### config.mk
export PLATFORM = sky130hd
export DESIGN_NAME = seven_seg_scanner
export DESIGN_NICKNAME = d
export VERILOG_FILES = /design/src/rtl/seven_seg_pkg.sv /design/src/rtl/hex7_decode.sv /design/src/rtl/seven_seg_scanner.sv
export SDC_FILE = /design/constraint.sdc
export NUM_CORES = 1
export LEC_CHECK = 0
export CAP_MARGIN = 0
export CORE_MARGIN = 5
export CORE_UTILIZATION = 45
export CTS_BUF_LIST = sky130_fd_sc_hd__clkbuf_8
export CTS_CLUSTER_SIZE = 20
export DETAILED_ROUTE_END_ITERATION = 8
export GPL_TIMING_DRIVEN = 0
export HOLD_SLACK_MARGIN = 0.05
export PLACE_DENSITY = 0.68
export SKIP_LAST_GASP = 1
export SYNTH_ARGS = -nofsm -noshare
export SYNTH_HDL_FRONTEND = slang
export SYNTH_HIERARCHICAL = 1
export SYNTH_SLANG_ARGS = --single-unit
### constraint.sdc
create_clock -name clk -period 6.5 [get_ports clk]
set_clock_uncertainty 0.05 [all_clocks]
set_input_delay 0.975 -clock clk [delete_from_list [all_inputs] [get_ports clk]]
set_output_delay 0.975 -clock clk [all_outputs]
set_load 0.02 [all_outputs]
### src/rtl/seven_seg_pkg.sv
// Shared 7-segment definitions: segment byte type, common codes and the hex glyph table.
// Bit order is {dp,g,f,e,d,c,b,a}, active-high; pin polarity is applied by each display block.
package seven_seg_pkg;

  typedef logic [7:0] seg_t;

  localparam seg_t SEG_OFF = 8'h00;
  localparam seg_t SEG_DP  = 8'h80;

  function automatic seg_t hex_to_seg(input logic [3:0] nibble);
    seg_t seg;
    case (nibble)
      4'h0: seg = 8'h3F;
      4'h1: seg = 8'h06;
      4'h2: seg = 8'h5B;
      4'h3: seg = 8'h4F;
      4'h4: seg = 8'h66;
      4'h5: seg = 8'h6D;
      4'h6: seg = 8'h7D;
      4'h7: seg = 8'h07;
      4'h8: seg = 8'h7F;
      4'h9: seg = 8'h6F;
      4'hA: seg = 8'h77;
      4'hB: seg = 8'h7C;
      4'hC: seg = 8'h39;
      4'hD: seg = 8'h5E;
      4'hE: seg = 8'h79;
      default: seg = 8'h71;
    endcase
    return seg;
  endfunction

endpackage

### src/rtl/hex7_decode.sv
// Combinational hex nibble plus decimal point to active-high segment byte.
module hex7_decode
  import seven_seg_pkg::*;
(
  input  logic [3:0] nibble,
  input  logic       dp,
  output seg_t       seg
);

  assign seg = hex_to_seg(nibble) | (dp ? SEG_DP : SEG_OFF);

endmodule

### src/rtl/seven_seg_scanner.sv
// N-digit multiplexed 7-segment scanner with per-frame input snapshot, leading-zero
// suppression, per-digit blanking and PWM brightness on the digit select lines.
module seven_seg_scanner
  import seven_seg_pkg::*;
#(
  parameter int DIGITS         = 4,
  parameter int SLOT_LOG2      = 16,
  parameter int PWM_BITS       = 4,
  parameter int SEG_ACTIVE_LOW = 1,
  parameter int SEL_ACTIVE_LOW = 1
) (
  input  logic                  clk,
  input  logic                  reset_n,
  input  logic [4*DIGITS-1:0]   digits,
  input  logic [DIGITS-1:0]     dp,
  input  logic [DIGITS-1:0]     blank,
  input  logic                  lz_suppress,
  input  logic [PWM_BITS-1:0]   brightness,
  output logic [DIGITS-1:0]     select,
  output logic [7:0]            segments,
  output logic                  frame_start
);

  localparam int IDX_W = (DIGITS > 1) ? $clog2(DIGITS) : 1;

  logic [SLOT_LOG2-1:0] slot_ctr;
  logic [IDX_W-1:0]     idx;

  logic [4*DIGITS-1:0]  snap_digits;
  logic [DIGITS-1:0]    snap_dp;
  logic [DIGITS-1:0]    snap_blank;
  logic                 snap_lz;
  logic [PWM_BITS-1:0]  snap_bright;

  logic                 capture_p0;
  logic [4*DIGITS-1:0]  eff_digits_p0;
  logic [DIGITS-1:0]    eff_dp_p0;
  logic [DIGITS-1:0]    eff_blank_p0;
  logic                 eff_lz_p0;
  logic [PWM_BITS-1:0]  eff_bright_p0;
  logic [DIGITS-1:0]    supp_p0;
  logic [DIGITS-1:0]    dark_p0;
  logic                 seen_nz_p0;
  logic [PWM_BITS-1:0]  phase_p0;
  logic                 lit_p0;
  logic [3:0]           nibble_p0;
  logic                 dot_p0;
  seg_t                 dec_seg_p0;
  logic [DIGITS-1:0]    sel_p0;
  seg_t                 seg_p0;

  logic [DIGITS-1:0]    sel_p1;
  seg_t                 seg_p1;
  logic                 frame_p1;

  // Stage p0: counter state, snapshot bypass on the capture cycle, suppression and PWM compare
  assign capture_p0    = (slot_ctr == '0) && (idx == '0);
  assign eff_digits_p0 = capture_p0 ? digits      : snap_digits;
  assign eff_dp_p0     = capture_p0 ? dp          : snap_dp;
  assign eff_blank_p0  = capture_p0 ? blank       : snap_blank;
  assign eff_lz_p0     = capture_p0 ? lz_suppress : snap_lz;
  assign eff_bright_p0 = capture_p0 ? brightness  : snap_bright;

  always_comb begin
    seen_nz_p0 = 1'b0;
    supp_p0    = '0;
    for (int i = DIGITS - 1; i >= 1; i--) begin
      if (eff_digits_p0[4*i +: 4] != 4'h0) seen_nz_p0 = 1'b1;
      supp_p0[i] = eff_lz_p0 && !seen_nz_p0;
    end
  end

  assign dark_p0   = eff_blank_p0 | supp_p0;
  assign phase_p0  = slot_ctr[SLOT_LOG2-1 -: PWM_BITS];
  assign lit_p0    = !dark_p0[idx] && (phase_p0 < eff_bright_p0);
  assign nibble_p0 = eff_digits_p0[4*idx +: 4];
  assign dot_p0    = eff_dp_p0[idx];

  hex7_decode u_hex7_decode (
    .nibble (nibble_p0),
    .dp     (dot_p0),
    .seg    (dec_seg_p0)
  );

  assign sel_p0 = lit_p0 ? (DIGITS'(1) << idx) : '0;
  assign seg_p0 = lit_p0 ? dec_seg_p0 : SEG_OFF;

  // Stage p1: registered pin drive
  always_ff @(posedge clk) begin
    if (!reset_n) begin
      slot_ctr    <= '0;
      idx         <= '0;
      snap_digits <= '0;
      snap_dp     <= '0;
      snap_blank  <= '1;
      snap_lz     <= 1'b0;
      snap_bright <= '0;
      sel_p1      <= '0;
      seg_p1      <= SEG_OFF;
      frame_p1    <= 1'b0;
    end else begin
      slot_ctr <= slot_ctr + 1'b1;
      if (slot_ctr == '1) begin
        idx <= (idx == IDX_W'(DIGITS - 1)) ? '0 : idx + 1'b1;
      end
      if (capture_p0) begin
        snap_digits <= digits;
        snap_dp     <= dp;
        snap_blank  <= blank;
        snap_lz     <= lz_suppress;
        snap_bright <= brightness;
      end
      sel_p1   <= sel_p0;
      seg_p1   <= seg_p0;
      frame_p1 <= capture_p0;
    end
  end

  assign select      = (SEL_ACTIVE_LOW != 0) ? ~sel_p1 : sel_p1;
  assign segments    = (SEG_ACTIVE_LOW != 0) ? ~seg_p1 : seg_p1;
  assign frame_start = frame_p1;

endmodule

==> reports/metrics.yaml, run 1 <==
status: "finished clean"
post-dp-hpwl_um: 5200
syn_avg_cell_area_um2: 9.67
cpLargestDelayFamily: "simple AND/OR/NAND/NOR gates"
wl_um: 6930
hold_ws_ns: 0.422
drc: 0
rows: 30
grt_usage_pct: 16.6
endpoint_kind: "flip-flop"
viasPerCell: 5.17
async_reset_ff_share_pct: 0
syn_to_final_growth_pct: 23.9
grt_max_degree: 11
ys_ff_latch: 60
cts-root-buf: "clkbuf_8"
grt_pass1_vias: 2342
final_core_util_pct: 57.5
synth.distinct_cells: 52
post_route_cells_drive_above_1_share_pct: 11.4
gp_congestion: 0.842
floorplan.io_pins: 44
clk_path_buf_depth: 2
synth_top_area_share_pct: 38.1
critical_path_buf_inv_count: 6
wl_per_cell_um: 14.4
final_nets: 425
synth-edff-count: 0
seq_area_frac_synth_pct: 38.1
core-area_um2: 6790
cts_buffers: 9
cp.required_ns: 6.68
synth_cells: 326
slew_headroom_pct: 27.4
grt_pass1_wl_um: 11400
diodes: 0
die_h_um: 93.7
finalMaxSlewViolations: 0
yosys-top-cells-area: "dfxtp_1 (38%), mux2i_1 (8.6%), nor2b_1 (6.2%), ha_1 (5.6%), mux4_2 (3.6%)"
die-area_um2: 8780
startpoint_type: "flip-flop"
crit_chain: "clkbuf_1, inv_2, ha_1, or4b_4, or4_4, buf_6, buf_4, mux2i_1, mux4_2, inv_1, inv_1, ha_1, mux2_2, o21ai_0, o21ai_0, nor4_1"
worstMarginPinSlew_ns: 1.08
fmax_ghz: 0.223
period_share_pct: 69.1
clk_pin_slew_ns: 0.07
placed_cells: 465
crit_type: "flip-flop to flip-flop"
leakage_nw: 1.55
antenna_found_initial: 0
synth_area_um2: 3150
die_x_um: 93.7
cp_slowest_cell: "or4_4"
worstSkewPairLatency_ns: 0.34
synthFlopType: "dfxtp_1"
yosys.area.top_type: "dfxtp_1"
cts_sinks: 60
hold_path.class: "flip-flop to flip-flop"
finalSetupViolations: 0
p_per_area_nw_per_um2: 251
first_iter_violations: 116
synth_nets: 371
cts.repair.resized: 0
cts_tree: "done"
max_stage_delay_ns: 0.52
synth_warnings: 6
rsz0062_at_grt: "false"
vdd_drop_max_mv: 0.160
layout_min_cycle_time_ns: 4.49
drtAntennaViolNets: 0
drtPass1Iterations: 4
hold_violations: 0
cap_violations: 0
crit_fanout: 10
cts_hold_buf: 0
overflow: 0
cts_max_level: 3
final_cell_count_no_fill: 481
initial_core_util_pct: 46.4
vias: 2487
port_buffers: 43
postCtsSetupBuffers: 0
worstPathArrival_ns: 4.67
tns_ns: 0
[layout make-up]
class,instances,area (um2)
clock buffers,11,151
well taps,96,120
plain buffers,15,96.3
repair buffers,43,430
multi-input cells,222,1750
flip-flops and latches,60,1200
fillers,625,2890
inverters,29,109
clock inverters,5,51.3
[per-stage QoR]
step | instance area [um2] | setup slack, ns | total power, W
6_report | 3910 | 2.01 | 0.000980
5_1_grt | 3910 | 1.78 | 0.00103
4_1_cts | 3910 | 1.98 | 0.000987
3_5_place_dp | 3700 | 2.01 | 0.000642
3_3_place_gp | 3700 | 2.07 | 0.000637
2_1_floorplan | 3150 | 2.49 | 0.000571
[cells by family (layout without fill, tap and decap cells)]
logic type | after synthesis | count (layout) | synth area share [%]
compound gates | 41 | 41 | 8.97
buf+inv | 44 | 103 | 6.51
fa+ha+maj | 14 | 14 | 5.56
xor+xnor | 11 | 11 | 3.06
mux | 38 | 38 | 15.2
flops | 60 | 60 | 38.1
simple gates | 118 | 118 | 22.5
[cell usage after synthesis (3+ instances only)]
library cell  count
o21ai_0          13
nor2b_1          31
dfxtp_1          60
nand2_1          20
nand3_1          11
mux4_2            5
ha_1             14
and2_1           12
nor4_1           16
nand4_1           6
mux2i_1          27
buf_6             4
a21oi_1           4
a21boi_0          5
nor3_1            4
inv_1            27
xnor2_1           9
mux2_2            3
clkbuf_1          7
[worst register-to-register path, cell delays in order, from the launching register on]
cell	delay, ns
dfxtp_1	0.32
clkbuf_1	0.22
inv_2	0.27
ha_1	0.20
or4b_4	0.48
or4_4	0.53
buf_6	0.17
buf_4	0.20
mux2i_1	0.16
mux4_2	0.49
inv_1	0.15
inv_1	0.13
ha_1	0.27
mux2_2	0.28
o21ai_0	0.13
o21ai_0	0.10
nor4_1	0.23
[metal layers]
| metal | GRT usage, % | up-vias | share of wire, % |
|---|---|---|---|
| met1 | 23.1 | 1161 | 50 |
| met2 | 24.6 | 57 | 43 |
| li1 | - | 1257 | - |
| met4 | 7.94 | 0 | 2.4 |
| met5 | 0 | - | 0 |
| met3 | 3.21 | 12 | 4.4 |
[cell usage in the layout (no fill, tap or decap), types with 6 or more instances in the layout]
master,n
nand2_1,20
nand4_1,6
xnor2_1,9
clkbuf_1,7
mux2i_1,27
and2_1,12
dfxtp_1,60
clkdlybuf4s50_1,43
inv_1,28
nor4_1,16
o21ai_0,13
nand3_1,11
ha_1,14
clkbuf_8,11
nor2b_1,31
[flip-flops by register name, indices dropped and copies added (netlist names)]
signal,count
frame_start,1
idx,2
seg_p1,8
sel_p1,4
slot_ctr,16
snap_blank,4
snap_bright,4
snap_digits,16
snap_dp,4
snap_lz,1
[report_power, final]
part,internal [W],switching [W]
sequential,0.000394,0.0000112
clock,0.000195,0.000152
combinational,0.000114,0.000114
total,0.000703,0.000277
[path summary, 6_finish.rpt]
check | startpoint | cells after the start | endpoint | slack [ns]
setup / recovery | idx[0] | 16 | seg_p1[4] | 2.01
hold / removal | snap_bright[0] | 2 | snap_bright[0] | 0.42
setup reg to reg | idx[0] | 16 | seg_p1[4] | 2.01
hold reg to reg | snap_bright[0] | 2 | snap_bright[0] | 0.42
Note: power is estimated with default switching activity, not from simulation.
==> run 2, diff against run 1 <==
- PLACE_DENSITY: 0.68 -> 0.7
- clock period: 6.5 -> 3.9 ns (I/O delays scaled with it)
==> reports/metrics.yaml, run 2 (synthesis gave the netlist of run 1 again) <==
status: "finished clean"
rows: 30  # unchanged
finalSetupViolations: 0  # unchanged
core-area_um2: 6790  # unchanged
crit_type: "flip-flop to flip-flop"
cts_sinks: 60  # unchanged
mostFrequentLayoutCells: "dfxtp_1 (59), clkdlybuf4s50_1 (43), nor2b_1 (31)"
wl_per_cell_um: 14.3  # -1.1%
initial_core_util_pct: 46.4  # unchanged
first_iter_violations: 176  # +52%
die-area_um2: 8780  # unchanged
fmax_ghz: 0.262  # +18%
reg_top3: "slot_ctr (16), snap_digits (16), seg_p1 (8)"
clk_path_buf_depth: 2  # unchanged
place_area_um2: 3710  # +0.17%
grt_use_met1_pct: 23.2  # +0.11 points
met3_usage_pct: 2.80  # -0.40 points
max_stage_delay_ns: 0.50  # -0.02 ns
grt_usage_pct: 16.7  # +0.070 points
hold_violations: 0  # unchanged
floorplan.io_pins: 44  # unchanged
drtAntennaViolNets: 0  # unchanged
vdd_drop_max_mv: 0.345  # +120%
crit_chain: "clkbuf_8, inv_8, ha_1, or4b_4, or4_4, buf_8, buf_12, mux2i_1, mux4_2, inv_2, buf_6, mux2_2, a22oi_2, o21ai_0, nor4_2"
use_met2_pct: 25.5  # +0.95 points
die_h_um: 93.7  # unchanged
final_nets: 433  # +1.9%
worstSkewPairLatency_ns: 0.33  # about the same
diodes: 0  # unchanged
antenna_found_initial: 0  # unchanged
slew_headroom_pct: 51.7  # +24 points
cts_hold_buf: 0  # unchanged
viasPerCell: 5.21  # +0.70%
die_x_um: 93.7  # unchanged
syn_to_final_growth_pct: 32.8
crit_fanout: 10  # unchanged
finalMaxSlewViolations: 0  # unchanged
worstMarginPinSlew_ns: 0.725  # -0.355 ns
grt-busiest-layer: "met2"
cts_max_level: 3  # unchanged
comb_power_share_pct: 25.8  # +2.5 points
worstPathArrival_ns: 4.02  # -0.65 ns
post-dp-hpwl_um: 5150  # -0.99%
layout_min_cycle_time_ns: 3.82  # -0.671 ns
multi_input_area_um2: 1900  # +8.7%
ff_latch_area_um2: 1200  # +0.31%
rsz0062_at_grt: "true"
stdcell_area_um2: 4190  # +7.2%
final_core_util_pct: 61.6  # +4.1 points
grt_pass1_vias: 2449  # +4.6%
tns_ns: 0  # unchanged
cts_tree: "done"
vias: 2546  # +2.4%
period_share_pct: 98.0  # +29 points
gp_congestion: 0.856  # +1.7%
cts-root-buf: "clkbuf_8"
grt_pass1_wl_um: 11600  # +1.1%
cts_buffers: 9  # unchanged
drc: 0  # unchanged
cpLargestDelayFamily: "simple AND/OR/NAND/NOR gates"
cap_violations: 0  # unchanged
p_int_w: 0.00125  # +78%
critical_path_buf_inv_count: 6  # unchanged
port_buffers: 43  # unchanged
cp_slowest_cell: "or4_4"
p_per_area_nw_per_um2: 414  # +65%
leakage_nw: 1.62  # +4.5%
drtPass1Iterations: 4  # unchanged
post_route_cells_drive_above_1_share_pct: 20.1  # +8.7 points
hold_path.class: "flip-flop to flip-flop"
cp.required_ns: 4.10  # -2.58 ns
n_fill_cell: 597  # -4.5%
pwr-share-seq_pct: 39.0  # -2.3 points
overflow: 0  # unchanged
switching_power_w: 0.000478  # +72%
wl_um: 6970  # +0.53%
sw_frac_of_total_pct: 27.6  # -0.69 points
startpoint_type: "flip-flop"
grt_max_degree: 11  # unchanged
final_common_cell: "dfxtp_1"
endpoint_kind: "flip-flop"
clk_pin_slew_ns: 0.07  # about the same
clkPwrFrac_pct: 35.2  # -0.2 points
==> run 2: changes by cell type in the layout (fill, tap and decap cells not counted), moves of 3 or more <==
cell and delta:
nor4_2 +5, buf_4 +7, ha_4 +4, nor4_1 -8, ha_1 -4, nor4_4 +3
inv_1 -5
==> run 2: power by group through the flow <==
stage	sequential, W	combinational [W]	clock [W]
after floorplan	0.000686	0.000266	0
after global placement	0.000688	0.000373	0
after detailed placement	0.000689	0.000378	0
after CTS	0.000675	0.000413	0.000627
after global routing	0.000680	0.000486	0.000657
final	0.000676	0.000447	0.000610
==> run 2: final timing paths <==
check        cells past startpoint             end  slack [ns]      startpoint
max                             15       seg_p1[6]        0.08          idx[0]
min                              2  snap_bright[0]        0.43  snap_bright[0]
max reg2reg                     15       seg_p1[6]        0.08          idx[0]
min reg2reg                      2  snap_bright[0]        0.43  snap_bright[0]
==> run 2: metrics by stage <==
step / setup WS (ns) / hold slack, ns / total power (W) / std cells
after floorplan: 0.0181 / 0.390 / 0.000952 / 326
after global placement: -0.370 / 0.404 / 0.00106 / 465
after detailed placement: -0.376 / 0.416 / 0.00107 / 465
after CTS: -0.0100 / 0.425 / 0.00172 / 489
after global routing: -0.0569 / 0.447 / 0.00182 / 489
final: 0.0789 / 0.425 / 0.00173 / 489
==> run 2: cell type report <==
class                      count  share of cell area [%]
buffer                        15                    3.08
clock buffer                  10                    3.29
clock inverter                 6                    1.88
inverter                      29                    3.02
multi-input combinational    222                    45.4
sequential                    60                    28.8
tap                           96                    2.87
timing repair buffer          51                    11.7
==> run 2: repair_timing <==
action,in CTS,in global routing
gates resized for setup,23,24
cloned,0,0
pin swaps,5,5
endpoints found under the setup margin,12,12
setup buffers,8,0
==> run 2: tightest hold or removal path, stage by stage, from the launching register on <==
cell and delay [ns]:
dfxtp_1 0.31, nand2_1 0.05, a21boi_0 0.07
==> run 2: per-layer routing <==
layer	vias up	share of wire [%]
li1	1272	-
met1	1210	48
met2	55	46
met3	9	4.2
met4	0	1.6
met5	-	0
==> edit (flow settings as in run 2) <==
`DIGITS`: 4 -> 2.
--- a/src/rtl/seven_seg_scanner.sv
+++ b/src/rtl/seven_seg_scanner.sv
@@ -3,7 +3,7 @@
 module seven_seg_scanner
   import seven_seg_pkg::*;
 #(
-  parameter int DIGITS         = 4,
+  parameter int DIGITS         = 2,
   parameter int SLOT_LOG2      = 16,
   parameter int PWM_BITS       = 4,
   parameter int SEG_ACTIVE_LOW = 1,
Interface: changed (resized blank, digits, dp and select); port bits go from 44 to 30. The function was not compared with the original's and may differ.
==> edit against run 2 <==
- final area decreased by 32%
- sequential cell count shrank 15
- utilization fell by 6.2 points
- critical path depth decreased by 1
- total power decreased by 36%
- combinational power fell by 33%
- wire length shrank 33%
- sequential share of layout area up 3.1 points
- worst setup slack gained 510 ps
- synthesized area fell by 25%
- worst hold slack got worse by 5.9 ps
- non-clock buffer count decreased by 27
- critical path type unchanged
==> edit: results <==
INSERT INTO impl_metrics (metric_group, metric, value, unit) VALUES
('drt', 'detail_route.iter0.violations', '89', ''),
('sta', 'max_slew.worst_pin.slew', '547', 'ps'),
('clock_tree', 'cts_sinks', '45', ''),
('cells_and_area', 'seq_area_frac', '0.318', ''),
('grt', 'gr-usage-all-layers', '0.153', ''),
('cells_and_area', 'n_all_inverters', '32', ''),
('synthesis', 'synthDistinctLibCells', '44', ''),
('critical_path', 'r2r.worst_path.cells', '14', ''),
('outcome', 'status', 'finished, final reports clean', ''),
('grt', 'maximum_number_of_pins_on_one_net_before_global_route_repair', '14', ''),
('pwr', 'internal_power', '0.797', 'mW'),
('clock_tree', 'cts-htree-levels', '2', ''),
('pwr', 'clk_pwr_share', '0.277', ''),
('cells_and_area', 'layout.clock_buffers', '7', ''),
('grt', 'grt_first_pass_wirelength', '8100', 'um'),
('placed_design', 'dp_slack', '613', 'ps'),
('synthesis', 'synthesis.nets', '277', ''),
('cells_and_area', 'layout_top_registers', 'slot_ctr x16, seg_p1 x8, snap_digits x8', ''),
('synthesis', 'synth.cells.most_frequent', 'sky130_fd_sc_hd__dfxtp_1, sky130_fd_sc_hd__inv_1, sky130_fd_sc_hd__nor2_1', ''),
('critical_path', 'critPathTopFamily', 'buffers and inverters', ''),
('pwr', 'seq-power', '0.507', 'mW'),
('cells_and_area', 'fraction_of_area_in_multi_input_gates', '0.448', ''),
('critical_path', 'crit_arrival', '3440', 'ps'),
('placed_design', 'detailedPlacementHpwl', '3500', 'um'),
('cells_and_area', 'non_cts_buffers', '39', '');
-- edit: cell count changes after synthesis, sizes merged, moves of 4 or more --
cell | run 2 | this run
nor2b | 31 | 2
nor2 | 2 | 29
dfxtp | 60 | 45
and2 | 13 | 1
nand2 | 20 | 9
o21ai | 13 | 3
nor4 | 18 | 10
a2111oi | 1 | 8
a21boi | 5 | 0
mux4 | 6 | 1
inv | 28 | 32
nand4 | 6 | 2
or4 | 4 | 0
-- edit: through the flow --
stage	cells	utilization	instance area, sq um	hold WS [ps]	power (mW)
floorplan	246	-	2360	380	0.729
global placement	344	0.534	2730	392	0.813
global route	352	0.554	2830	450	1.19
finish	352	0.554	2830	419	1.12
CTS	352	0.554	2830	424	1.13
detailed placement	344	0.534	2730	405	0.817
-- edit: kinds of logic after synthesis --
family | count (synthesis) | share of synthesized area
multiplexers | 30 | 0.139
flip-flops | 45 | 0.382
XOR/XNOR | 8 | 0.0297
AND/OR/NAND/NOR | 75 | 0.183
AO/OA/AOI/OAI | 33 | 0.121
adder cells (fa/ha/maj) | 12 | 0.0636
buffers and inverters | 43 | 0.0811
-- edit: worst min path at each step --
| stage | cells past startpoint | slack [ps] | startpoint | to |
|---|---|---|---|---|
| after floorplan | 1 | 380 | slot_ctr[0] | slot_ctr[0] |
| after global placement | 1 | 390 | slot_ctr[0] | slot_ctr[0] |
| after detailed placement | 1 | 410 | slot_ctr[0] | slot_ctr[0] |
| after CTS | 1 | 420 | slot_ctr[0] | slot_ctr[0] |
| after global routing | 1 | 450 | slot_ctr[0] | slot_ctr[0] |
| final | 1 | 420 | slot_ctr[0] | slot_ctr[0] |
-- edit: layer usage --
metal	GRT usage	part of all wire	vias up
li1	-	-	920
met1	0.195	0.48	848
met2	0.260	0.48	28
met3	0.0358	0.035	2
met4	0.0349	0.0036	0
met5	0	0	-
